[config.mk]
export PLATFORM = sky130hd
export DESIGN_NAME = tdc_capture
export DESIGN_NICKNAME = d
export VERILOG_FILES = /design/src/rtl/tdc_capture_pkg.sv /design/src/rtl/tdc_capture_sync_edge.sv /design/src/rtl/tdc_capture.sv
export SDC_FILE = /design/constraint.sdc
export NUM_CORES = 1
export LEC_CHECK = 0
export ABC_AREA = 1
export CAP_MARGIN = 20
export CORE_ASPECT_RATIO = 1.2
export CORE_MARGIN = 8
export CORE_UTILIZATION = 53
export CTS_BUF_LIST = sky130_fd_sc_hd__clkbuf_8 sky130_fd_sc_hd__clkbuf_16
export CTS_CLUSTER_SIZE = 40
export DETAILED_ROUTE_END_ITERATION = 8
export DONT_BUFFER_PORTS = 1
export PLACE_DENSITY_LB_ADDON = 0.25
export SETUP_SLACK_MARGIN = 0.05
export SLEW_MARGIN = 25
export SYNTH_ARGS = -nofsm -noshare
export SYNTH_HDL_FRONTEND = slang
export SYNTH_HIERARCHICAL = 1
export SYNTH_SLANG_ARGS = --single-unit
[constraint.sdc]
create_clock -name clk -period 2.56 [get_ports clk]
set_clock_uncertainty 0.15 [all_clocks]
set_input_delay 0.384 -clock clk [delete_from_list [all_inputs] [get_ports clk]]
set_output_delay 0.384 -clock clk [all_outputs]
set_load 0.005 [all_outputs]
[src/rtl/tdc_capture_pkg.sv]
// Shared types and constants for the tdc_capture time-to-digital front end.
package tdc_pkg;

  typedef enum logic [1:0] {
    IDLE  = 2'd0,
    COUNT = 2'd1,
    HDR   = 2'd2,
    DATA  = 2'd3
  } tdc_state_e;

  localparam logic [7:0] HEADER_DEF     = 8'hA5;
  localparam logic [7:0] HEADER_OVF_DEF = 8'h5A;

  // Width of the byte index for a cnt_w-bit result; never narrower than 1 bit.
  function automatic int idx_width(input int cnt_w);
    int nb;
    nb = cnt_w / 8;
    return (nb <= 1) ? 1 : $clog2(nb);
  endfunction

endpackage

[src/rtl/tdc_capture_sync_edge.sv]
// Multi-flop synchronizer followed by a rising-edge detector; all flops reset high.
module sync_edge #(
  parameter int SYNC_STAGES = 2
) (
  input  logic clk,
  input  logic rst,
  input  logic d_async,
  output logic rise
);

  logic [SYNC_STAGES-1:0] sync_q;
  logic                   prev_q;

  // Resetting to 1 means an input already high at reset release is not an edge.
  always_ff @(posedge clk or posedge rst) begin
    if (rst) begin
      sync_q <= '1;
      prev_q <= 1'b1;
    end else begin
      sync_q <= {sync_q[SYNC_STAGES-2:0], d_async};
      prev_q <= sync_q[SYNC_STAGES-1];
    end
  end

  assign rise = sync_q[SYNC_STAGES-1] & ~prev_q;

endmodule

[src/rtl/tdc_capture.sv]
// Measures start-to-stop interval in clk cycles and streams {header, result MSB..LSB}
// over a valid/ready byte interface.
module tdc_capture
  import tdc_pkg::*;
#(
  parameter int         CNT_W       = 16,
  parameter int         SYNC_STAGES = 2,
  parameter logic [7:0] HEADER      = HEADER_DEF,
  parameter logic [7:0] HEADER_OVF  = HEADER_OVF_DEF
) (
  input  logic       clk,
  input  logic       rst,
  input  logic       start,
  input  logic       stop,
  input  logic       axi_ready,
  output logic       axi_valid,
  output logic [7:0] axi_data,
  output logic       busy
);

  // Handshake: a byte moves on a clk edge with axi_valid && axi_ready; valid is a
  // register that never looks at ready, and valid/data hold until that edge.

  localparam int NB    = CNT_W / 8;
  localparam int IDX_W = idx_width(CNT_W);
  localparam logic [CNT_W-1:0] CNT_MAX = '1;
  localparam logic [IDX_W-1:0] IDX_TOP = IDX_W'(NB - 1);

  tdc_state_e       state_q;
  logic [CNT_W-1:0] cnt_q;
  logic [CNT_W-1:0] result_q;
  logic [IDX_W-1:0] idx_q;
  logic             valid_q;
  logic [7:0]       data_q;

  logic             start_rise;
  logic             stop_rise;
  logic [CNT_W-1:0] cnt_inc_d;

  sync_edge #(.SYNC_STAGES(SYNC_STAGES)) u_start_edge (
    .clk     (clk),
    .rst     (rst),
    .d_async (start),
    .rise    (start_rise)
  );

  sync_edge #(.SYNC_STAGES(SYNC_STAGES)) u_stop_edge (
    .clk     (clk),
    .rst     (rst),
    .d_async (stop),
    .rise    (stop_rise)
  );

  assign cnt_inc_d = (cnt_q == CNT_MAX) ? CNT_MAX : cnt_q + 1'b1;

  function automatic logic [7:0] byte_at(input logic [CNT_W-1:0] v,
                                         input logic [IDX_W-1:0] i);
    logic [CNT_W-1:0] s;
    s = v >> (int'(i) * 8);
    return s[7:0];
  endfunction

  always_ff @(posedge clk or posedge rst) begin
    if (rst) begin
      state_q  <= IDLE;
      cnt_q    <= '0;
      result_q <= '0;
      idx_q    <= '0;
      valid_q  <= 1'b0;
      data_q   <= '0;
    end else begin
      case (state_q)
        IDLE: begin
          // A simultaneous stop edge is dropped here simply by not being looked at.
          if (start_rise) begin
            cnt_q   <= '0;
            state_q <= COUNT;
          end
        end
        COUNT: begin
          cnt_q <= cnt_inc_d;
          if (stop_rise) begin
            result_q <= cnt_inc_d;
            valid_q  <= 1'b1;
            data_q   <= (cnt_inc_d == CNT_MAX) ? HEADER_OVF : HEADER;
            state_q  <= HDR;
          end
        end
        HDR: begin
          if (axi_ready) begin
            data_q  <= byte_at(result_q, IDX_TOP);
            idx_q   <= IDX_TOP;
            state_q <= DATA;
          end
        end
        DATA: begin
          if (axi_ready) begin
            if (idx_q == '0) begin
              valid_q <= 1'b0;
              state_q <= IDLE;
            end else begin
              idx_q  <= idx_q - 1'b1;
              data_q <= byte_at(result_q, idx_q - 1'b1);
            end
          end
        end
        default: state_q <= IDLE;
      endcase
    end
  end

  assign axi_valid = valid_q;
  assign axi_data  = data_q;
  assign busy      = (state_q != IDLE);

endmodule

# After elaboration in Yosys (flattened, before gate mapping)
# Index checks and enable logic that the tools add are counted.
[op_classes]
add_sub_neg = 2
n_eq_ne = 11
shift = 1
n_mux = 23
bitwise = 4
n_reduce_logical = 12
[ops]
columns = ["cell", "count"]
rows = [
  ["$mux 8", 5],
  ["$eq 16x16->1 const B", 2],
  ["$mux 16", 2],
  ["$pmux 16 s2", 1],
  ["$pmux 8 s3", 1],
  ["$add 16x1->16 const B", 1],
  ["$shr 16x4->8", 1],
  ["$ne 2x2->1 const B", 6],
  ["$mux 2", 5],
  ["$reduce_and 5->1", 2],
  ["$pmux 2 s4", 1],
  ["$reduce_bool 2->1", 4],
  ["$mux 1", 6],
  ["$eq 2x2->1 const B", 2],
  ["$pmux 1 s2", 2],
  ["$reduce_and 2->1", 2],
  ["$reduce_and 4->1", 1],
  ["$reduce_and 3->1", 1],
  ["$reduce_bool 3->1", 1],
  ["$and 1x1->1", 2],
  ["$eq 2x1->1 const B", 1],
  ["$logic_not 2->1", 1],
  ["$not 1->1", 2],
  ["$sub 1x1->1 const B", 1],
]
[totals]
regBits = 50
output_inout_bits = 10
wordCells = 63

# Longest topological paths before layout
# Gate-level depths: netlist of the first run.
[logic_depth]
ltp_word = 6
depth_mapped = 15
depth_no_buf = 15

# Hierarchy
# The synthesis of the first run kept the hierarchy.
[by_module_without_submodules]
columns = ["mod", "instances", "cells_each", "area_each_um2", "seq_area_each_um2"]
rows = [
  ["tdc_capture", 1, 355, 2567.5, 1101.1],
  ["sync_edge", 2, 6, 92.6, 78.8],
]

# Worst setup path after synthesis of the first run
# OpenSTA, ideal clock, no wires.
[synth_path]
path_type = "reg-to-reg"
start = "reg state_q[0]"
end = "reg cnt_q[0]"
setup_ps = 141
arrival_ps = 1638
required_time_ps = 2269
setup_slack_ps = 631
path_stages_with_launch = 9
n_path_buf = 2
synth_period_minus_slack_ps = 1929
path_cell_list = "dfrtp_1 > inv_1 > ha_1 > inv_1 > or2_2 > clkbuf_1 > o21a_1 > clkbuf_1 > o22ai_1"
[synth_between]
elab_chain_len = 3
word_cells_on_any_way = 6
cone_classes = "eq/ne: 2; mux: 1; reduce/logical: 3"
[synth_lines]
columns = ["element", "line", "source"]
rows = [
  ["start, declared", "tdc_capture.sv:29", "tdc_state_e state_q;"],
  ["start signal, assigned", "tdc_capture.sv:65", "state_q <= IDLE;"],
  ["start signal, assigned", "tdc_capture.sv:77", "state_q <= COUNT;"],
  ["start signal, assigned", "tdc_capture.sv:86", "state_q <= HDR;"],
  ["$eq 2x1->1 or $logic_not 2->1 (tied branches)", "tdc_capture.sv:72", "case (state_q)"],
  ["$reduce_bool 2->1 (no line) or $ne 2x2->1 (tied branches)", "-", ""],
  ["$reduce_and 2->1 (no line)", "-", ""],
  ["end signal, assigned", "tdc_capture.sv:81", "cnt_q <= cnt_inc_d;"],
  ["end, declared", "tdc_capture.sv:30", "logic [CNT_W-1:0] cnt_q;"],
]
# Parallel ways exist; a longest one is shown, timed or not.
# A chain may end at the register's enable or synchronous reset.

# Worst setup path after layout of the first run
[layout_path]
start = "reg cnt_q[0]"
end = "reg data_q[1], in the netlist axi_data[1]"
[layout_between]
elab_chain_len = 6
word_cells_on_any_way = 7
cone_classes = "add/sub: 1; eq/ne: 2; mux: 4"
[layout_lines]
columns = ["element", "line", "source"]
rows = [
  ["$add 16x1->16 or $eq 16x16->1 (tied branches)", "tdc_capture.sv:54", "assign cnt_inc_d = (cnt_q == CNT_MAX) ? CNT_MAX : cnt_q + 1'b1;"],
  ["$mux 16 *", "tdc_capture.sv:54", ""],
  ["$eq 16x16->1 *", "tdc_capture.sv:85", "data_q <= (cnt_inc_d == CNT_MAX) ? HEADER_OVF : HEADER;"],
  ["$mux 8 *", "tdc_capture.sv:85", ""],
  ["$mux 8 *", "tdc_capture.sv:82", "if (stop_rise) begin"],
  ["$pmux 8 s3 *", "tdc_capture.sv:72", ""],
  ["end signal, assigned", "tdc_capture.sv:85", ""],
  ["end signal, assigned", "tdc_capture.sv:91", "data_q <= byte_at(result_q, IDX_TOP);"],
  ["end signal, assigned", "tdc_capture.sv:103", "data_q <= byte_at(result_q, idx_q - 1'b1);"],
  ["end, declared", "tdc_capture.sv:34", "logic [7:0] data_q;"],
]
# Every way passes the cells marked *; elsewhere a longest branch is shown, timed or not. The select of a mux whose other input is x is not followed.

==> metrics.md, run 1 <==
| Metric | Value |
|---|---|
| Core area | 4975 um^2 |
| Die Ht | 94.95 um |
| Crit path arrival time | 2350 ps |
| Starting Density | 55.33% |
| Startpoint Class | flop |
| Final slew viol count | 0 |
| Top-Level Pins | 15 |
| WS Path Type | reg2reg |
| Worst hold path startpoint | axi_ready |
| Clock Pin Slew Worst Setup and Hold Paths | 90 ps |
| Clock Tree Buf Depth | 2 |
| DR iter-0 viols | 147 |
| Fin. Hold Viols | 0 |
| Worst vdd ir | 394.2 uV |
| Site Rows | 28 |
| DRT Pass-1 Iters | 5 |
| Sink Count | 50 |
| TritonCTS clock tree | yes |
| Status | completed |
| Actual slew at the worst max-slew pin | 575.1 ps |
| Commonest non-fill, non-tap cell in the layout | nand2_1 |
| Syn avg cell area | 7.500 um^2 |
| Hold Slack | 122.4 ps |
| Critical path startpoint | cnt_q[0]$_DFFE_PP0P_ |
| Critical Path RT | 2660 ps |
| HP Class | in2reg |
| Worst skew pair latency | 300 ps |
| Max_slew headroom | 61.66% |
| Int Pwr | 1.647 mW |
| Width of the chip | 81.79 um |
| Comb pwr share | 34.2% |
| Via density per instance | 5.415 |
| Clock Root Buffer | clkbuf_8 |
| Finish-stage setup viols | 0 |
| Reg2Reg Depth | 13 |
| Grt total ovfl | 0 |
| Highest clock rate | 444.9 MHz |
| PD cells | 895.2 nW/um^2 |
| Placer Congestion | 0.9514 |
| Cts bufs inserted | 5 |
| Synthesized cell area | 2753 um^2 |
| Final nets | 380 |
| Tot GR Track Use | 16.72% |
| Seq/Total Area, Yosys | 45.73% |
| Max_cap viols | 0 |
| Commonest non-fill, non-tap cells in the layout | 105 x nand2_1, 45 x inv_1, 44 x dfrtp_1, 39 x nand3_1, 35 x nor2_1 |
| CP Capture Type | flop |
| Hpwl dp | 4851 um |
| Launch point of the worst reg-to-reg path | cnt_q[0]$_DFFE_PP0P_ |
| Fin crit share | 87.79% |
| Vias | 2334 |
| Vias in the first global route | 2192 |
| Netlist cell types | 29 |
| Reg2reg end | axi_data[1]$_DFFE_PP0P_ |
| Static Leak | 1.401 nW |
| Unrepaired setup endpoints after global routing | false |
| Reg2reg setup slack | 310 ps |
| Initial antenna violation count | 0 |
| Clock power share | 25.4% |
| Syn Inst Count | 367 |
| Psw | 1.018 mW |
| Largest fanout on the critical path | 9 |
| Share of cells above drive strength 1 | 10.51% |
| Die area | 7765 um^2 |
| Yosys reg bits | 50 |
| Largest net degree at the start of global routing | 32 |
| Worst Hold End | idx_q$_DFFE_PP0P_ |
| H-tree depth | 2 |
| Port buffer count | 0 |
| Diode count | 0 |
| Synth warn | 6 |
| Core Util, Final | 59.83% |
| Post-Route WL | 6282 um |
| TNS Setup | 0 ps |
| Final Critical Period | 2248 ps |
| # Post-CTS Setup Buffers | 0 |
| First-pass GRT wire length | 10100 um |
| Post-DRT Antenna Nets | 0 |
| Sequential Power Share | 40.5% |
| Post-route DRC | 0 |
| Sw Ratio | 38.21% |
| Hold Crit Depth | 3 |
| DP Worst Slack | 332.1 ps |
| Syn_nets | 377 |
| Final WS setup | 312.5 ps |
| Post-DR wirelength/cell | 14.58 um |
| Area grow syn2layout | 8.136% |
[how the worst max path moves through the flow]
stage | to | slack, ps
after CTS | axi_data[1]$_DFFE_PP0P_ | 330
after global placement | axi_data[4]$_DFFE_PP0P_ | 400
after floorplan | cnt_q[0]$_DFFE_PP0P_ | 630
after detailed placement | axi_data[1]$_DFFE_PP0P_ | 330
final | axi_data[1]$_DFFE_PP0P_ | 310
after global routing | axi_data[2]$_DFFE_PP0P_ | 120
[critical path, cell delays in order (launching register included)]
cell and delay, ps:
dfrtp_1 440, ha_1 300, nand2_2 90, nor2_4 130
nand2_4 100, inv_2 80, nand2_4 90, nand3_1 180
nand2_1 80, nor2_1 150, nand3_1 130, nand2_2 120
nand3_1 80, nand2_1 70
[state kept, by name (all words and copies together) (netlist names)]
name and cells:
u_start_edge/sync_q 2, result_q 16, u_start_edge/prev_q 1, axi_data 8
u_stop_edge/sync_q 2, axi_valid 1, cnt_q 16, u_stop_edge/prev_q 1
state_q 2, idx_q 1
[cells in the mapped netlist (all sizes together)]
cell	n	share of area, %
nand2	112	16
inv	49	6.7
a31oi	1	0.23
and2	1	0.23
nand3	41	7.8
o211ai	3	0.82
buf	2	0.45
o21a	1	0.27
nor2	44	7.7
a32oi	1	0.32
or2	2	0.45
o22ai	12	2.7
o21ai	26	4.7
dfrtp	44	40
ha	5	2.3
a21oi	2	0.36
dfstp	6	5.7
nand4	6	1.4
clkbuf	7	0.95
xor2	2	0.64
[cell families after synthesis]
group                    after synthesis  share of synthesized area [%]
adder cells (fa/ha/maj)                5                          2.273
AND/OR/NAND/NOR                      206                          33.82
buffers and inverters                 58                          8.091
AO/OA/AOI/OAI                         46                          9.455
flip-flops                            50                          45.73
XOR/XNOR                               2                         0.6365
[per-stage QoR]
| step | instance area (um^2) | power (mW) | cells |
|---|---|---|---|
| floorplan | 2753 | 1.788 | 367 |
| global placement | 2804 | 1.977 | 420 |
| detailed placement | 2804 | 1.993 | 420 |
| CTS | 2977 | 2.677 | 431 |
| global route | 2977 | 2.831 | 431 |
| finish | 2977 | 2.665 | 431 |
[repair_timing]
item                                   4_1_cts  5_1_grt
resized for setup                            0        0
endpoints found under the hold margin       21        0
hold buffers                                 3        0
[power by group through the flow]
stage | combinational (mW) | sequential [mW] | clock [mW]
4_1_cts | 0.910 | 1.08 | 0.686
6_report | 0.910 | 1.08 | 0.676
3_5_place_dp | 0.896 | 1.10 | 0
2_1_floorplan | 0.753 | 1.03 | 0
3_3_place_gp | 0.889 | 1.09 | 0
5_1_grt | 1.02 | 1.10 | 0.711
[area by class of cell]
cell class | count | area (um^2)
clock buffers | 6 | 82.58
clock inverters | 2 | 60.06
fillers | 462 | 1998
inverters | 49 | 183.9
multi-input cells | 259 | 1271
flip-flops and latches | 50 | 1259
well taps | 60 | 75.07
repair buffers | 5 | 45.04
[per-layer routing]
layer | GRT usage, % | share of wire [%] | vias up
met4 | 7.771 | 2.9 | 0
met1 | 19.98 | 43 | 1040
met5 | 0 | 0 | -
li1 | - | - | 1184
met3 | 2.662 | 5.9 | 18
met2 | 28.41 | 48 | 92
(Power assumes the default switching activity.)
==> run 2, diff against run 1 <==
==> constraint.sdc (replaced) <==
create_clock -name clk -period 2.7 [get_ports clk]
set_clock_uncertainty 0.15 [all_clocks]
set_input_delay 0.405 -clock clk [delete_from_list [all_inputs] [get_ports clk]]
set_output_delay 0.405 -clock clk [all_outputs]
set_load 0.005 [all_outputs]
==> metrics.md, run 2 (synthesized netlist as in run 1, its figures left out) <==
| Metric | Value |
|---|---|
| Status | completed |
| Diode count | 0 |
| Unrepaired setup endpoints after global routing | false |
| Core area | 4975 um^2 |
| Grt total ovfl | 0 |
| Vias in the first global route | 2410 |
| DR iter-0 viols | 179 |
| Share of cells above drive strength 1 | 10.24% |
| Final slew viol count | 0 |
| Vias | 2440 |
| Area grow syn2layout | 6.954% |
| TritonCTS clock tree | yes |
| HP Class | in2reg |
| Finish-stage setup viols | 0 |
| CP delay by family, top | simple AND/OR/NAND/NOR gates |
| CP max stage cell | dfrtp_1 |
| Actual slew at the worst max-slew pin | 601.1 ps |
| First-pass GRT wire length | 10990 um |
| DP Worst Slack | 503.1 ps |
| Die Ht | 94.95 um |
| Fin. Hold Viols | 0 |
| Largest net degree at the start of global routing | 45 |
| Max_slew headroom | 59.93% |
| Initial antenna violation count | 0 |
| Tot Pwr | 2.421 mW |
| Fin crit share | 84.85% |
| Via density per instance | 5.661 |
| Placer Congestion | 0.9180 |
| Cts repair resizes | 0 |
| PD cells | 822.3 nW/um^2 |
| Final nets | 380 |
| Commonest non-fill, non-tap cell in the layout | nand2_1 |
| Clock Root Buffer | clkbuf_8 |
| Worst skew pair latency | 300 ps |
| CP cell instances | ha_1 > nand2_2 > nor2_4 > nand2_4 > inv_2 > nand2_4 > nand2_1 > nand2_1 > nor2_1 > nand2_1 > nor2_1 > nand3_2 > nand3_1 > nand2_1 |
| DRT Pass-1 Iters | 5 |
| Hpwl dp | 4910 um |
| Commonest non-fill, non-tap cells in the layout | 105 x nand2_1, 46 x inv_1, 44 x dfrtp_1, 39 x nand3_1, 35 x nor2_1 |
| Die area | 7765 um^2 |
| Clock Pin Slew Worst Setup and Hold Paths | 100 ps |
| Placed Instances | 420 |
| Critical Path RT | 2750 ps |
| Core Util, Final | 59.18% |
| Cts bufs inserted | 5 |
| Fin cells | 431 |
| Clock Tree Buf Depth | 2 |
| Post-DRT Antenna Nets | 0 |
| Starting Density | 55.33% |
| WS Path Type | reg2reg |
| Width of the chip | 81.79 um |
| Site Rows | 28 |
| Final WS setup | 409.0 ps |
| Post-Route WL | 6500 um |
| Slowest Stage Delay on Critical Path | 440 ps |
| # Post-CTS Setup Buffers | 0 |
| TNS Setup | 0 ps |
| Max_cap viols | 0 |
| Sink Count | 50 |
| Final Critical Period | 2291 ps |
| Tot GR Track Use | 18.09% |
| Static Leak | 1.386 nW |
| Post-DR wirelength/cell | 15.08 um |
| Highest clock rate | 436.5 MHz |
| Port buffer count | 0 |
| Crit path arrival time | 2340 ps |
| CP bufs+invs | 1 |
| Startpoint Class | flop |
| Top-Level Pins | 15 |
| Post-route DRC | 0 |
| CP Capture Type | flop |
| Worst vdd ir | 430.7 uV |
| Cell mode on critical path | nand2_1 |
| H-tree depth | 2 |
| Largest fanout on the critical path | 9 |
## run 2: cell count changes in the layout (fill, tap and decap cells not counted)
cell	before	now
bufinv_16	2	1
clkinvlp_4	0	1
inv_1	45	46
clkbuf_8	6	5
## run 2: per-stage QoR
step	area, um^2	hold WS, ps
CTS	2944	139.6
floorplan	2753	188.3
global placement	2804	195.8
detailed placement	2804	197.6
global route	2944	160.2
finish	2944	145.5
## run 2: routing by layer
metal	track usage, %	part of all wire (%)	wire length, um
met3	3.517	6.1	396
met2	30.98	49	3177
met1	20.75	41	2657
met5	0	0	0
met4	9.091	4.1	269
## run 2: cell type report
| class | instances | area (um^2) |
|---|---|---|
| clock buffer | 5 | 68.82 |
| clock inverter | 3 | 41.29 |
| fill | 465 | 2031 |
| inverter | 49 | 183.9 |
| multi-input combinational | 259 | 1271 |
| sequential | 50 | 1259 |
| tap | 60 | 75.07 |
| timing repair buffer | 5 | 45.04 |
## run 2: worst reg2reg max path: cells and delay by family, from the launching register on
family        cells  cell delay, ps
fa+ha+maj         1             300
flops             1             440
buf+inv           1              80
simple gates     12            1220
## run 2: repair_timing
item,in CTS,in global routing
setup endpoints to repair,0,0
endpoints found under the hold margin,52,0
hold buffers,3,0
## run 2: path summary, 6_finish.rpt
kind / start / end / slack (ps) / cells past startpoint
min: axi_ready / idx_q$_DFFE_PP0P_ / 150 / 3
min reg2reg: u_start_edge/sync_q[0]$_DFF_PP1_ / u_start_edge/sync_q[1]$_DFF_PP1_ / 210 / 0
max in group asynchronous: rst / result_q[9]$_DFFE_PP0P_ / 1470 / 3
min in group asynchronous: rst / u_start_edge/prev_q$_DFF_PP1_ / 480 / 2
max reg2reg: cnt_q[0]$_DFFE_PP0P_ / axi_data[7]$_DFFE_PP0P_ / 410 / 14
max: cnt_q[0]$_DFFE_PP0P_ / axi_data[7]$_DFFE_PP0P_ / 410 / 14
## run 2: report_power, final
group          internal [mW]  switching, mW  total, mW
combinational          0.272          0.594      0.867
sequential             0.895          0.130       1.02
clock                  0.273          0.257      0.530
total                   1.44          0.981       2.42
